`src/rtl/ysyx_22040895_lsu.sv`:
```
// ysyx_22040895_lsu -- load/store unit between EXU and WBU.
//
// Takes one op at a time from EXU, issues at most one memory transaction on
// a valid/ready request bus, then aligns and extends load data. The 64-bit
// writeback value goes to WBU through a valid/ready output handshake.
//
// Ports
//   clk, rst        clock (rising edge), synchronous active-high reset
//   in_valid_i      EXU presents an op
//   in_ready_o      LSU can accept an op (IDLE only)
//   sl_i            00 pass-through, 01 load, 10 store, 11 treated as pass-through
//   size_i          00 byte, 01 half, 10 word, 11 dword
//   unsigned_i      zero-extend (1) or sign-extend (0) loads
//   result_i        EXU result: address for load/store, writeback value otherwise
//   mdata_i         store data, low bytes significant
//   mem_req_o       memory request valid, held until mem_gnt_i
//   mem_gnt_i       memory accepts the request
//   mem_we_o        1 store, 0 load
//   mem_addr_o      8-byte aligned address
//   mem_wdata_o     store data shifted into its byte lanes
//   mem_wmask_o     byte strobes
//   mem_rvalid_i    one-cycle response (load data or store ack)
//   mem_rdata_i     aligned 8-byte load data
//   out_valid_o     writeback value valid, held until out_ready_i
//   out_ready_i     WBU accepts
//   out_data_o      extended load data, result_i for pass-through, 0 for store
//   err_o           qualifies out_valid_o: misaligned access or response timeout

module ysyx_22040895_lsu #(
    parameter int unsigned TIMEOUT_W = 8
) (
    input  logic        clk,
    input  logic        rst,
    input  logic        in_valid_i,
    output logic        in_ready_o,
    input  logic [1:0]  sl_i,
    input  logic [1:0]  size_i,
    input  logic        unsigned_i,
    input  logic [63:0] result_i,
    input  logic [63:0] mdata_i,
    output logic        mem_req_o,
    input  logic        mem_gnt_i,
    output logic        mem_we_o,
    output logic [63:0] mem_addr_o,
    output logic [63:0] mem_wdata_o,
    output logic [7:0]  mem_wmask_o,
    input  logic        mem_rvalid_i,
    input  logic [63:0] mem_rdata_i,
    output logic        out_valid_o,
    input  logic        out_ready_i,
    output logic [63:0] out_data_o,
    output logic        err_o
);

    typedef enum logic [1:0] {
        S_IDLE,
        S_REQ,
        S_WAIT,
        S_DONE
    } state_t;

    // Last WAIT count before giving up: 2**TIMEOUT_W-1 WAIT cycles in total.
    localparam logic [TIMEOUT_W-1:0] CNT_LAST = {{(TIMEOUT_W-1){1'b1}}, 1'b0};

    state_t state, state_next;

    logic                 is_load, is_store, is_mem, misaligned, accept, timeout_hit;
    logic [7:0]           base_mask;
    logic [1:0]           size_q;
    logic                 unsigned_q, store_q;
    logic [2:0]           off_q;
    logic [TIMEOUT_W-1:0] wait_cnt;
    logic [63:0]          lane, load_ext;

    assign in_ready_o  = (state == S_IDLE);
    assign accept      = in_valid_i & in_ready_o;
    assign is_load     = (sl_i == 2'b01);
    assign is_store    = (sl_i == 2'b10);
    assign is_mem      = is_load | is_store;
    assign timeout_hit = (wait_cnt == CNT_LAST);

    always_comb begin
        misaligned = 1'b0;
        base_mask  = 8'h01;
        case (size_i)
            2'b00: begin misaligned = 1'b0;                   base_mask = 8'h01; end
            2'b01: begin misaligned = result_i[0];            base_mask = 8'h03; end
            2'b10: begin misaligned = |result_i[1:0];         base_mask = 8'h0F; end
            default: begin misaligned = |result_i[2:0];       base_mask = 8'hFF; end
        endcase
    end

    // Load alignment: shift the addressed byte lane down, truncate, extend.
    always_comb begin
        lane     = mem_rdata_i >> {off_q, 3'b000};
        load_ext = lane;
        case (size_q)
            2'b00: load_ext = unsigned_q ? {56'd0, lane[7:0]}  : {{56{lane[7]}},  lane[7:0]};
            2'b01: load_ext = unsigned_q ? {48'd0, lane[15:0]} : {{48{lane[15]}}, lane[15:0]};
            2'b10: load_ext = unsigned_q ? {32'd0, lane[31:0]} : {{32{lane[31]}}, lane[31:0]};
            default: load_ext = lane;
        endcase
    end

    always_comb begin
        state_next = state;
        case (state)
            S_IDLE: begin
                if (accept) begin
                    if (is_mem && !misaligned) state_next = S_REQ;
                    else                       state_next = S_DONE;
                end
            end
            S_REQ: begin
                if (mem_gnt_i) state_next = S_WAIT;
            end
            S_WAIT: begin
                if (mem_rvalid_i || timeout_hit) state_next = S_DONE;
            end
            S_DONE: begin
                if (out_ready_i) state_next = S_IDLE;
            end
            default: state_next = S_IDLE;
        endcase
    end

    always_ff @(posedge clk) begin
        if (rst) begin
            state       <= S_IDLE;
            mem_req_o   <= 1'b0;
            mem_we_o    <= 1'b0;
            mem_addr_o  <= '0;
            mem_wdata_o <= '0;
            mem_wmask_o <= '0;
            out_valid_o <= 1'b0;
            out_data_o  <= '0;
            err_o       <= 1'b0;
            wait_cnt    <= '0;
            size_q      <= '0;
            unsigned_q  <= 1'b0;
            store_q     <= 1'b0;
            off_q       <= '0;
        end else begin
            state <= state_next;
            case (state)
                S_IDLE: begin
                    if (accept) begin
                        size_q     <= size_i;
                        unsigned_q <= unsigned_i;
                        store_q    <= is_store;
                        off_q      <= result_i[2:0];
                        wait_cnt   <= '0;
                        if (is_mem && !misaligned) begin
                            mem_req_o   <= 1'b1;
                            mem_we_o    <= is_store;
                            mem_addr_o  <= {result_i[63:3], 3'b000};
                            mem_wdata_o <= mdata_i << {result_i[2:0], 3'b000};
                            mem_wmask_o <= base_mask << result_i[2:0];
                        end else begin
                            out_valid_o <= 1'b1;
                            err_o       <= is_mem;
                            out_data_o  <= is_mem ? 64'd0 : result_i;
                        end
                    end
                end
                S_REQ: begin
                    if (mem_gnt_i) mem_req_o <= 1'b0;
                end
                S_WAIT: begin
                    wait_cnt <= wait_cnt + 1'b1;
                    // Response takes priority over a timeout in the same cycle.
                    if (mem_rvalid_i) begin
                        out_valid_o <= 1'b1;
                        err_o       <= 1'b0;
                        out_data_o  <= store_q ? 64'd0 : load_ext;
                    end else if (timeout_hit) begin
                        out_valid_o <= 1'b1;
                        err_o       <= 1'b1;
                        out_data_o  <= '0;
                    end
                end
                S_DONE: begin
                    if (out_ready_i) begin
                        out_valid_o <= 1'b0;
                        err_o       <= 1'b0;
                    end
                end
                default: ;
            endcase
        end
    end

endmodule

```
`config.mk`:
```
export PLATFORM = sky130hd
export DESIGN_NAME = ysyx_22040895_lsu
export DESIGN_NICKNAME = d
export VERILOG_FILES = /design/src/rtl/ysyx_22040895_lsu.sv
export SDC_FILE = /design/constraint.sdc
export NUM_CORES = 1
export LEC_CHECK = 0
export BUFFER_PORTS_ARGS = -buffer_cell sky130_fd_sc_hd__buf_2
export CORE_MARGIN = 4
export CORE_UTILIZATION = 32
export CTS_CLUSTER_SIZE = 40
export DETAILED_ROUTE_END_ITERATION = 8
export GPL_TIMING_DRIVEN = 0
export MAX_ROUTING_LAYER = met4
export PLACE_DENSITY = 0.64
export SYNTH_ARGS = -nofsm -noshare
export SYNTH_HDL_FRONTEND = slang
export SYNTH_SLANG_ARGS = --single-unit
```
`constraint.sdc`:
```
create_clock -name clk -period 2.5 [get_ports clk]
set_clock_uncertainty 0.2 [all_clocks]
set_input_delay 0.25 -clock clk [delete_from_list [all_inputs] [get_ports clk]]
set_output_delay 0.25 -clock clk [all_outputs]
set_load 0.005 [all_outputs]
```
After elaboration in Yosys (flattened, before gate mapping)
Index checks and enable logic that the tools add are counted.
{ "word_totals": {"regBits": 218, "inputBits": 203, "out_inout_bits": 205, "word_cells": 90} }
{ "op_classes": {"addsub": 1, "n_eq_ne": 17, "shifts": 3, "muxes": 35, "bitwise": 2, "n_reduce_logical": 18} }
{ "op_table": {"columns": ["op", "count"], "rows": [
  ["$mux W64", 9],
  ["$pmux W64 S3", 1],
  ["$pmux W64 S2", 1],
  ["$shl A64 B6 Y64", 1],
  ["$shr A64 B6 Y64", 1],
  ["$pmux W8 S3", 1],
  ["$pmux W8 S2", 1],
  ["$reduce_and A4 Y1", 3],
  ["$mux W1", 11],
  ["$eq A2 B2 Y1 const B", 5],
  ["$mux W2", 5],
  ["$pmux W1 S3", 3],
  ["$add A8 B1 Y8 const B", 1],
  ["$eq A2 B1 Y1 const B", 4],
  ["$eq A8 B8 Y1 const B", 1],
  ["$mux W8", 1],
  ["$ne A2 B2 Y1 const B", 4],
  ["$pmux W2 S4", 1],
  ["$shl A8 B3 Y8", 1],
  ["$logic_not A2 Y1", 3],
  ["$reduce_and A5 Y1", 1],
  ["$ne A2 B1 Y1 const B", 2],
  ["$reduce_and A2 Y1", 2],
  ["$reduce_bool A2 Y1", 2],
  ["other kinds (11)", 11]
]} }

Depth between registers and ports, before layout
Gate-level depths: netlist (run 1).
{ "depth": {"ltp_word": 7, "ltp_mapped": 11} }

Worst setup path before layout (run 1)
Ideal clock, no wire load.
{ "synth_timing": {"kind": "reg2reg", "from": "register state[0]", "to": "register out_data_o[42]", "setup_time_ps": 92, "arrival_ps": 2099, "required_ps": 2208, "setup_slack_ps": 109, "path_stages_with_launch": 12, "cell_sequence": "dfxtp_1 > inv_1 > ha_1 > clkbuf_1 > nand2b_1 > o21bai_1 > and3_1 > buf_2 > buf_2 > clkbuf_1 > nor2_1 > o32ai_1"} }
{ "synth_between": {"elab_chain_len": 4, "word_cells_on_any_way": 9} }
{ "synth_rtl": {"columns": ["item", "line", "text"], "rows": [
  ["start, declared", "65", "state_t state, state_next;"],
  ["start signal, assigned", "144", "state <= state_next;"],
  ["$logic_not A2 Y1", "75, 145", null],
  ["$and A1 B1 Y1", "76", "assign accept = in_valid_i & in_ready_o;"],
  ["$ne A2 B1 Y1 (no line)", null, null],
  ["$reduce_and A4 Y1 (no line)", null, null],
  ["end signal, assigned", "162", "out_data_o <= is_mem ? 64'd0 : result_i;"],
  ["end signal, assigned", "175", "out_data_o <= store_q ? 64'd0 : load_ext;"],
  ["end, declared", "51", "output logic [63:0] out_data_o,"]
]} }
Several ways; a longest one is shown, not always the timed one.
A chain may end at the register's enable or synchronous reset.

Final worst setup path (run 1)
{ "layout_timing": {"from": "input result_i[1]", "to": "register mem_wdata_o[47]"} }
{ "layout_between": {"elab_chain_len": 5, "word_cells_on_any_way": 7} }
{ "layout_rtl": {"columns": ["item", "line", "text"], "rows": [
  ["start, declared", "39", "input logic [63:0] result_i,"],
  ["$reduce_or A3 Y1 / $reduce_or A2 Y1 (equally long branches)", "89, 88", null],
  ["$pmux W1 S3", "85", "case (size_i)"],
  ["$logic_not A1 Y1", "153", "if (is_mem && !misaligned) begin"],
  ["$logic_and A1 B1 Y1", "153", null],
  ["$reduce_and A3 Y1 (no line)", null, null],
  ["end signal, assigned", "157", "mem_wdata_o <= mdata_i << {result_i[2:0], 3'b000};"],
  ["end, declared", "45", "output logic [63:0] mem_wdata_o,"]
]} }
Several ways; a longest one is shown, not always the timed one.

==> flow_metrics.tcl, run 1 <==
set metrics [dict create \
    regToRegSetupSlack_ns 0.04 \
    critPathKind "in -> reg" \
    min_period_ns 2.499 \
    ys_ff_latch 218 \
    place_congestion 1.028 \
    start_util 0.3272 \
    coreArea_mm2 0.03687 \
    drc_errors 0 \
    async_flop_share 0 \
    final_cell_mix "419 x buf_2, 255 x nand2_1, 214 x dfxtp_1" \
    synth_edf_count 0 \
    fp.dieW_um 202.2 \
    hold_path.startpoint "mdata_i[40]" \
    layout.cells.non_filler 2553 \
    track_usage 0.3066 \
    power_mw 14.51 \
    netSwitchingFraction 0.3857 \
    wirelength_um 64590 \
    synth_compound_area_frac 0.2278 \
    crit_path_max_fanout 10 \
    viasPerCell 5.569 \
    first_pass_iters 5 \
    dieArea_mm2 0.04087 \
    antenna_left 0 \
    setup_tns_ns 0 \
    cts.sinks 218 \
    antenna_found_initial 12 \
    clockBufferDepth 3 \
    relSlewSlack 0.3506 \
    slew_viol_final 0 \
    clock_latency_ns 0.53 \
    design.portCount 408 \
    cts_max_level 1 \
    reg2reg_to "out_data_o[16]" \
    cellPowerDensity_mw_per_mm2 848.6 \
    synth_simple_gate_area_frac 0.1877 \
    tightest_slew_ns 0.9741 \
    maxCapViolCount 0 \
    path_clk_slew_ns 0.06 \
    cts_root_buf "clkbuf_16" \
    hold_class "in -> reg" \
    num_rows 70 \
    synth_cell_type_count 58 \
    cts_tree "done" \
    fin_util 0.4639 \
    fin_nets 2230 \
    finalCritPeriodShare 0.9994 \
    power.share.sequential 0.316 \
    grt_start_max_net_pins 15 \
    cellInternalPower_mw 8.915 \
    r2r_cells 7 \
    cp-start-kind "input pin" \
    power.net_switching_mw 5.599 \
    synth_cells 1492 \
    synth_fa_ha_area_frac 0.008297 \
    setup_viol 0 \
    wire_per_inst_um 25.30 \
    peakVddDrop_uv 485.6 \
    grt_setup_unrepaired "yes" \
    min_path_cells 5 \
    area_growth_pct 41.78 \
    critPathCaptureType "flop" \
    placed_area_mm2 0.01473 \
    drive_gt1_frac 0.3250 \
    hold_end "mem_wdata_o[56]" \
    fillCellCount 3637 \
    globalRouteOverflowTotal 0 \
    r2r_start "off_q[1]" \
    grt_pass1_vias 14050 \
    synth_top_family_by_area "compound AO/OA/AOI/OAI gates" \
    drtIter0Drc 1430 \
    fin_area_mm2 0.01710 \
    clkPwrFrac 0.263 \
    syn_area_per_cell_um2 8.086 \
    status "finished clean" \
    place_inst 2401 \
    power.leakage_nw 7.064 \
    worst_ep_arrival_time_ns 2.70 \
    final_common_cell "buf_2" \
    die_h_um 202.2 \
    fmax_mhz 400.2 \
    grt_pass1_wl_um 93070 \
    required_ns 2.70 \
    yosysWarnings 0 \
    yosysSeqAreaShare 0.3618 \
    post_synth_mux_area_share 0.1565 \
    yosys.area.top_type "dfxtp_1" \
    portBuffers 402 \
    numCtsBuffers 25 \
    synthTopCellsByArea "dfxtp_1 36%, nand2_1 7.9%, mux2i_1 7.2%" \
    hold_violations 0 \
    syn-cell-area_mm2 0.01206 \
    dp_hpwl_um 50080 \
    p_comb_frac 0.421 \
    vias 14220 \
    synth-xor-area-share 0.002904 \
    synth_top_area_frac 0.3618 \
    yosys_most_used_dff "dfxtp_1" \
]
[stage by stage]
stage	setup WS [ns]	hold WS, ns
CTS	-0.04205	0.009579
floorplan	0.1085	0.1662
finish	0.001466	0.03340
global placement	-1.068	0.2386
global route	-0.04592	0.05497
detailed placement	-1.119	0.2446
[state kept, by name (all words and copies together) (netlist names)]
name,count
store_q,1
unsigned_q,1
out_data_o,64
wait_cnt,8
mem_wmask_o,8
err_o,1
mem_we_o,1
mem_addr_o,61
out_valid_o,1
mem_wdata_o,64
off_q,3
state,2
mem_req_o,1
size_q,2
[cell usage after synthesis, drive strengths merged (2+ instances only)]
library cell and instances:
a2111oi 7, and2 17, clkbuf 103, or2 3, or3 14, nor2 130, o21ai 64, mux4 26
xor2 4, o221ai 7, nand2b 11, nor3 34, buf 42, a21oi 170, nand2 255, a21o 8
o32ai 32, o22ai 27, mux2 38, o21a 9, dfxtp 218, o21bai 3, a22oi 14, a2bb2oi 10
o41ai 2, o31ai 2, mux2i 87, o211ai 6, nand4 3, and3 3, ha 8, nor2b 16
a211oi 57, nand3b 2, a311oi 9, nand3 30, a32oi 2, inv 8
[worst max-delay path by stage]
| stage | from | to | slack [ns] | cells past startpoint |
|---|---|---|---|---|
| global placement | off_q[0] | out_data_o[20] | -1.07 | 6 |
| detailed placement | state[1] | mem_addr_o[59] | -1.12 | 9 |
| finish | result_i[1] | mem_wdata_o[47] | 0.001 | 7 |
| CTS | size_q[1] | out_data_o[28] | -0.04 | 7 |
| floorplan | state[0] | out_data_o[42] | 0.11 | 11 |
| global route | state[0] | out_data_o[35] | -0.05 | 7 |
[kinds of logic after synthesis]
| kind of cell | count (synthesis) |
|---|---|
| compound gates | 432 |
| flops | 218 |
| buf+inv | 154 |
| other cells | 1 |
| mux | 151 |
| xor+xnor | 4 |
| simple gates | 524 |
| fa+ha+maj | 8 |
[critical path: stages]
cell,delay [ns]
buf_2,0.14
buf_2,0.31
buf_2,0.37
buf_1,0.63
nor2_1,0.40
a2bb2oi_1,0.44
a211oi_1,0.14
[final cells by class]
cell class / count / area, µm² / area share
Multi-Input combinational cell: 1122 / 7402 / 0.4328
Sequential cell: 218 / 4369 / 0.2554
Timing Repair Buffer: 505 / 3032 / 0.1772
Buffer: 138 / 767.0 / 0.04484
Clock buffer: 33 / 675.6 / 0.03950
Tap cell: 504 / 630.6 / 0.03687
Clock inverter: 12 / 156.4 / 0.009144
Inverter: 9 / 41.29 / 0.002414
Antenna cell: 12 / 30.03 / 0.001756
[power groups by stage]
stage | registers, mW | clock network [mW] | logic, mW
after floorplan | 4.60 | 0 | 2.98
after global placement | 4.58 | 0 | 5.23
after detailed placement | 4.61 | 0 | 5.25
after CTS | 4.55 | 3.86 | 5.82
after global routing | 4.66 | 4.00 | 6.55
final | 4.59 | 3.81 | 6.12
[layer usage]
metal / routed length (µm) / up-vias / GRT usage
li1: - / 6444 / -
met1: 27960 / 6906 / 0.4112
met2: 28450 / 747 / 0.4646
met3: 5749 / 120 / 0.06450
met4: 2426 / 0 / 0.09966
met5: 0 / - / -
[what timing repair did]
| item | 4_1_cts | 5_1_grt |
|---|---|---|
| setup buffers | 13 | 7 |
| endpoints found under the hold margin | 144 | 0 |
| pin swaps | 8 | 9 |
| hold buffers | 83 | 0 |
| resized for setup | 114 | 88 |
| endpoints found under the setup margin | 199 | 118 |
| gates cloned | 2 | 0 |
Power figures use the tool's default switching activity.
==> run 2: changes to the inputs <==
CELL_PAD_IN_SITES_DETAIL_PLACEMENT = 0   (was default)
CELL_PAD_IN_SITES_GLOBAL_PLACEMENT = 1   (was default)
CTS_CLUSTER_SIZE = default   (was 40)
PLACE_DENSITY = 0.82   (was 0.64)
RECOVER_POWER = 100   (was default)
==> run 2 against run 1 <==
The flow now finishes with violations (negative setup slack). Largest power group unchanged. Sequential power about the same. Total power decreased by 2.3%. Die area is the same. Largest cell class unchanged. Critical path type is now reg -> reg.
==> flow_metrics.tcl, run 2 (synthesized netlist as in run 1, its figures left out) <==
set metrics [dict create \
    status "finished, violations left" \
    vias 13940 \
    maxCapViolCount 0 \
    critPathKind "reg -> reg" \
    numCtsBuffers 27 \
    violations "negative setup slack" \
    track_usage 0.2877 \
    path_clk_slew_ns 0.06 \
    critPathBufInv 3 \
    slew_viol_final 0 \
    first_pass_iters 5 \
    place_ws_ns -0.8255 \
    dieArea_mm2 0.04087 \
    cp-start-kind "flop" \
    die_h_um 202.2 \
    required_ns 2.70 \
    crit_cells 8 \
    final_cell_mix "264 x buf_2, 255 x nand2_1, 214 x dfxtp_1" \
    min_period_ns 2.516 \
    slowest_stage "mux4_2" \
    finalCritPeriodShare 1.007 \
    cts.sinks 218 \
    drtIter0Drc 1241 \
    cts_tree "done" \
    cts_root_buf "clkbuf_16" \
    num_rows 70 \
    hold_class "in -> reg" \
    dp_hpwl_um 47070 \
    viasPerCell 5.473 \
    cpLargestDelayFamily "multiplexers" \
    grt_pass1_wl_um 88340 \
    power.leakage_nw 6.477 \
    critPathCaptureType "flop" \
    drc_errors 0 \
    fmax_mhz 397.4 \
    hold_violations 0 \
    r2r_cells 8 \
    hold_ws_ns 0.004508 \
    start_util 0.3272 \
    min_path_cells 5 \
    design.portCount 408 \
    wire_per_inst_um 23.84 \
    setup_viol 8 \
    relSlewSlack 0.3883 \
    coreArea_mm2 0.03687 \
    cellPowerDensity_mw_per_mm2 840.2 \
    place_congestion 0.9948 \
    tightest_slew_ns 0.9125 \
    fin_ws_ns -0.01633 \
    top_regs "mem_wdata_o: 64 flops, out_data_o: 64 flops, mem_addr_o: 61 flops" \
    grt_setup_unrepaired "yes" \
    antenna_found_initial 8 \
    area_growth_pct 39.89 \
    fp.dieW_um 202.2 \
    wirelength_um 60750 \
    drive_gt1_frac 0.2570 \
    peakVddDrop_uv 499.8 \
    fin_nets 2229 \
    globalRouteOverflowTotal 0 \
    portBuffers 402 \
    grt_pass1_vias 13900 \
    fillCellCount 3761 \
    worst_ep_arrival_time_ns 2.71 \
    cp_cell_sequence "buf_6, mux2_4, mux4_2, and3_4, o31ai_4, buf_6, clkbuf_16, o32ai_1" \
    crit_path_max_fanout 8 \
    slowest_delay_ns 0.48 \
    clock_latency_ns 0.54 \
    final_common_cell "buf_2" \
    cts_max_level 1 \
    grt_start_max_net_pins 13 \
    antenna_left 0 \
    clockBufferDepth 3 \
    crit_top_cell "buf_6" \
]
-- run 2: metal layers --
metal | vias up | track usage | part of all wire
met5 | - | - | 0
met4 | 0 | 0.1038 | 0.045
met3 | 145 | 0.05022 | 0.079
met2 | 719 | 0.4435 | 0.45
met1 | 6635 | 0.3817 | 0.43
li1 | 6445 | - | -
-- run 2: worst register-to-register path, delay by kind of cell, from the launching register on --
kind / cells / cell delay (ns)
mux: 2 / 0.80
buf+inv: 3 / 0.52
flops: 1 / 0.33
compound gates: 2 / 0.28
simple gates: 1 / 0.23
-- run 2: worst paths after layout --
| kind | start | slack, ns | end |
|---|---|---|---|
| max | off_q[1] | -0.02 | out_data_o[43] |
| min | mem_rdata_i[58] | 0.005 | out_data_o[58] |
| max reg2reg | off_q[1] | -0.02 | out_data_o[43] |
| min reg2reg | mem_addr_o[13] | 0.25 | mem_addr_o[13] |
-- run 2: stage by stage --
| stage | instance area (µm²) | TNS [ns] | utilization | std cells | power, mW |
|---|---|---|---|---|---|
| after global placement | 14710 | -111.52 | 0.3991 | 2400 | 9.692 |
| after floorplan | 12070 | 0 | - | 1494 | 7.580 |
| after detailed placement | 14720 | -119.15 | 0.3993 | 2400 | 9.765 |
| after CTS | 16790 | 0 | 0.4553 | 2538 | 13.95 |
| final | 16880 | -0.07566 | 0.4577 | 2548 | 14.18 |
| after global routing | 16870 | -0.8551 | 0.4576 | 2547 | 14.87 |
-- run 2: area by class of cell --
class / count / area, µm² / area share
clock inverters: 10 / 65.06 / 0.003855
multi-input cells: 1122 / 7406 / 0.4388
diodes: 9 / 22.52 / 0.001335
flip-flops and latches: 218 / 4369 / 0.2589
repair buffers: 502 / 2831 / 0.1678
clock buffers: 36 / 759.5 / 0.04500
inverters: 9 / 38.79 / 0.002298
plain buffers: 138 / 753.2 / 0.04463
well taps: 504 / 630.6 / 0.03737
-- run 2: timing repair --
action	4_1_cts	5_1_grt
hold buffers	81	0
hold endpoints to repair	141	0
endpoints found under the setup margin	199	142
pin swaps	4	3
gates resized for setup	117	73
cloned	2	2
setup buffers	13	2
-- run 2: power breakdown --
group / switching [mW] / total (mW) / internal (mW)
logic: 3.45 / 5.89 / 2.44
clock network: 1.55 / 3.67 / 2.12
registers: 0.496 / 4.62 / 4.12
==> run 3: changes to the inputs <==
PLACE_DENSITY = 0.79   (was 0.82)
clock period = 2.7 ns   (was 2.5 ns; I/O delays follow)
==> run 3 against run 2 <==
The run now ends clean. Die area stayed put. Maximum frequency fell by 5.8%. Via count is 0.25% higher. Non-clock buffer count is 6 lower. Clock-buffer cell count did not move. Worst hold slack gained 0.041 ns. Combinational power down 13%. Flip-flop and latch count stayed put. First-iteration DRC count increased by 2.8%. Cell count down 0.27%. Critical path type unchanged. Largest cell class unchanged.
==> flow_metrics.tcl, run 3 (synthesized netlist as in run 1, its figures left out) <==
set metrics [dict create \
    wl_met1_um 25840 \
    antenna_found_initial 12 \
    peakVddDrop_uv 414.5 \
    relSlewSlack 0.3424 \
    layout.cells.non_filler 2541 \
    finalCritPeriodShare 0.9892 \
    final_common_cell "buf_2" \
    hold_ws_ns 0.04547 \
    cts_tree "done" \
    dieArea_mm2 0.04087 \
    min_path_cells 5 \
    place_ws_ns -0.6602 \
    met2_length_um 28000 \
    cts_root_buf "clkbuf_16" \
    r2r_start "off_q[1]" \
    clock_latency_ns 0.54 \
    first_pass_iters 6 \
    power.leakage_nw 6.370 \
    top_regs "mem_wdata_o: 64 flops, out_data_o: 64 flops, mem_addr_o: 61 flops" \
    tightest_slew_ns 0.9810 \
    start_util 0.3272 \
    clockBufferDepth 3 \
    fin_util 0.4476 \
    critPathKind "reg -> reg" \
    status "finished clean" \
    reg2reg_to "out_data_o[21]" \
    die_h_um 202.2 \
    wirelength_um 61180 \
    slowest_stage "mux4_2" \
    wire_per_inst_um 24.08 \
    antenna_left 0 \
    min_period_ns 2.671 \
    hold_path.startpoint "sl_i[0]" \
    maxCapViolCount 0 \
    cellPowerDensity_mw_per_mm2 771.7 \
    globalRouteOverflowTotal 0 \
    track_usage 0.2879 \
    worst_ep_arrival_time_ns 2.85 \
    dp_hpwl_um 47660 \
    cp-start-kind "flop" \
    design.portCount 408 \
    r2r_cells 8 \
    place_inst 2400 \
    slew_viol_final 0 \
    drtIter0Drc 1276 \
    crit_top_cell "buf_6" \
    vias 13980 \
    numCtsBuffers 26 \
    slowest_delay_ns 0.49 \
    place_congestion 0.9819 \
    grt_start_max_net_pins 13 \
    cts.sinks 218 \
    met3_length_um 5658 \
    cts_max_level 1 \
    grt_pass1_wl_um 88010 \
    drc_errors 0 \
    hold_violations 0 \
    fin_ws_ns 0.02911 \
    critPathCaptureType "flop" \
    area_growth_pct 36.80 \
    hold_end "mem_we_o" \
    fmax_mhz 374.4 \
    cp_cell_sequence "buf_6, mux2_1, mux4_2, and3_1, buf_6, buf_6, a2111oi_4, o22ai_1" \
    required_ns 2.88 \
    grt_pass1_vias 13450 \
    coreArea_mm2 0.03687 \
    path_clk_slew_ns 0.06 \
    num_rows 70 \
    regToRegSetupSlack_ns 0.03 \
    fp.dieW_um 202.2 \
    fin_nets 2222 \
    crit_path_max_fanout 10 \
    final_cell_mix "277 x buf_2, 255 x nand2_1, 217 x dfxtp_1" \
    drive_gt1_frac 0.2374 \
    setup_viol 0 \
    portBuffers 402 \
    hold_class "in -> reg" \
    highest_layer "met4" \
    viasPerCell 5.501 \
]
==> run 3: worst max-delay path: cells and delay by family (launching register included) <==
| family | cells | cell delay [ns] |
|---|---|---|
| mux | 2 | 0.85 |
| compound gates | 2 | 0.47 |
| buf+inv | 3 | 0.45 |
| flops | 1 | 0.33 |
| simple gates | 1 | 0.21 |
==> run 3: where the power goes <==
part	total, mW	leakage, nW	switching (mW)	internal, mW
logic	5.12	4.21	3.06	2.06
registers	4.25	1.77	0.435	3.81
clock network	3.36	0.389	1.40	1.96
==> run 3: what timing repair did <==
| action | CTS | global route |
|---|---|---|
| endpoints found under the hold margin | 139 | 0 |
| resized for setup | 63 | 58 |
| buffers inserted | 1 | 7 |
| hold buffers | 81 | 0 |
| setup endpoints to repair | 199 | 139 |
| pin swaps | 1 | 5 |
==> run 3: layout make-up <==
| cell class | count | area [µm²] |
|---|---|---|
| sequential | 218 | 4365 |
| fill | 3822 | 20370 |
| clock inverter | 7 | 62.56 |
| tap | 504 | 630.6 |
| inverter | 9 | 36.28 |
| antenna | 11 | 27.53 |
| multi-input combinational | 1122 | 7203 |
| buffer | 143 | 724.4 |
| clock buffer | 36 | 729.5 |
| timing repair buffer | 491 | 2724 |
==> run 3: per-stage QoR <==
step	instance area, µm²	setup TNS [ns]	total power [mW]
2_1_floorplan	12070	0	7.019
3_3_place_gp	14710	-77.89	8.974
3_5_place_dp	14720	-78.45	9.029
4_1_cts	16490	-0.006579	12.61
5_1_grt	16500	-0.002971	13.35
6_report	16500	0	12.74
==> run 3: layer usage <==
layer  track usage  up-vias
li1              -     6415
met1        0.3748     6702
met2        0.4535      763
met3       0.06177       99
met4       0.08366        0
met5             -        -
==> run 3: worst max-delay path by stage <==
| stage | startpoint | slack [ns] | to |
|---|---|---|---|
| floorplan | state[0] | 0.31 | out_data_o[42] |
| global placement | result_i[1] | -0.79 | mem_wdata_o[0] |
| detailed placement | state[1] | -0.66 | mem_wmask_o[1] |
| CTS | off_q[0] | -0.006 | out_data_o[20] |
| global route | off_q[1] | -0.003 | out_data_o[21] |
| finish | off_q[1] | 0.03 | out_data_o[21] |
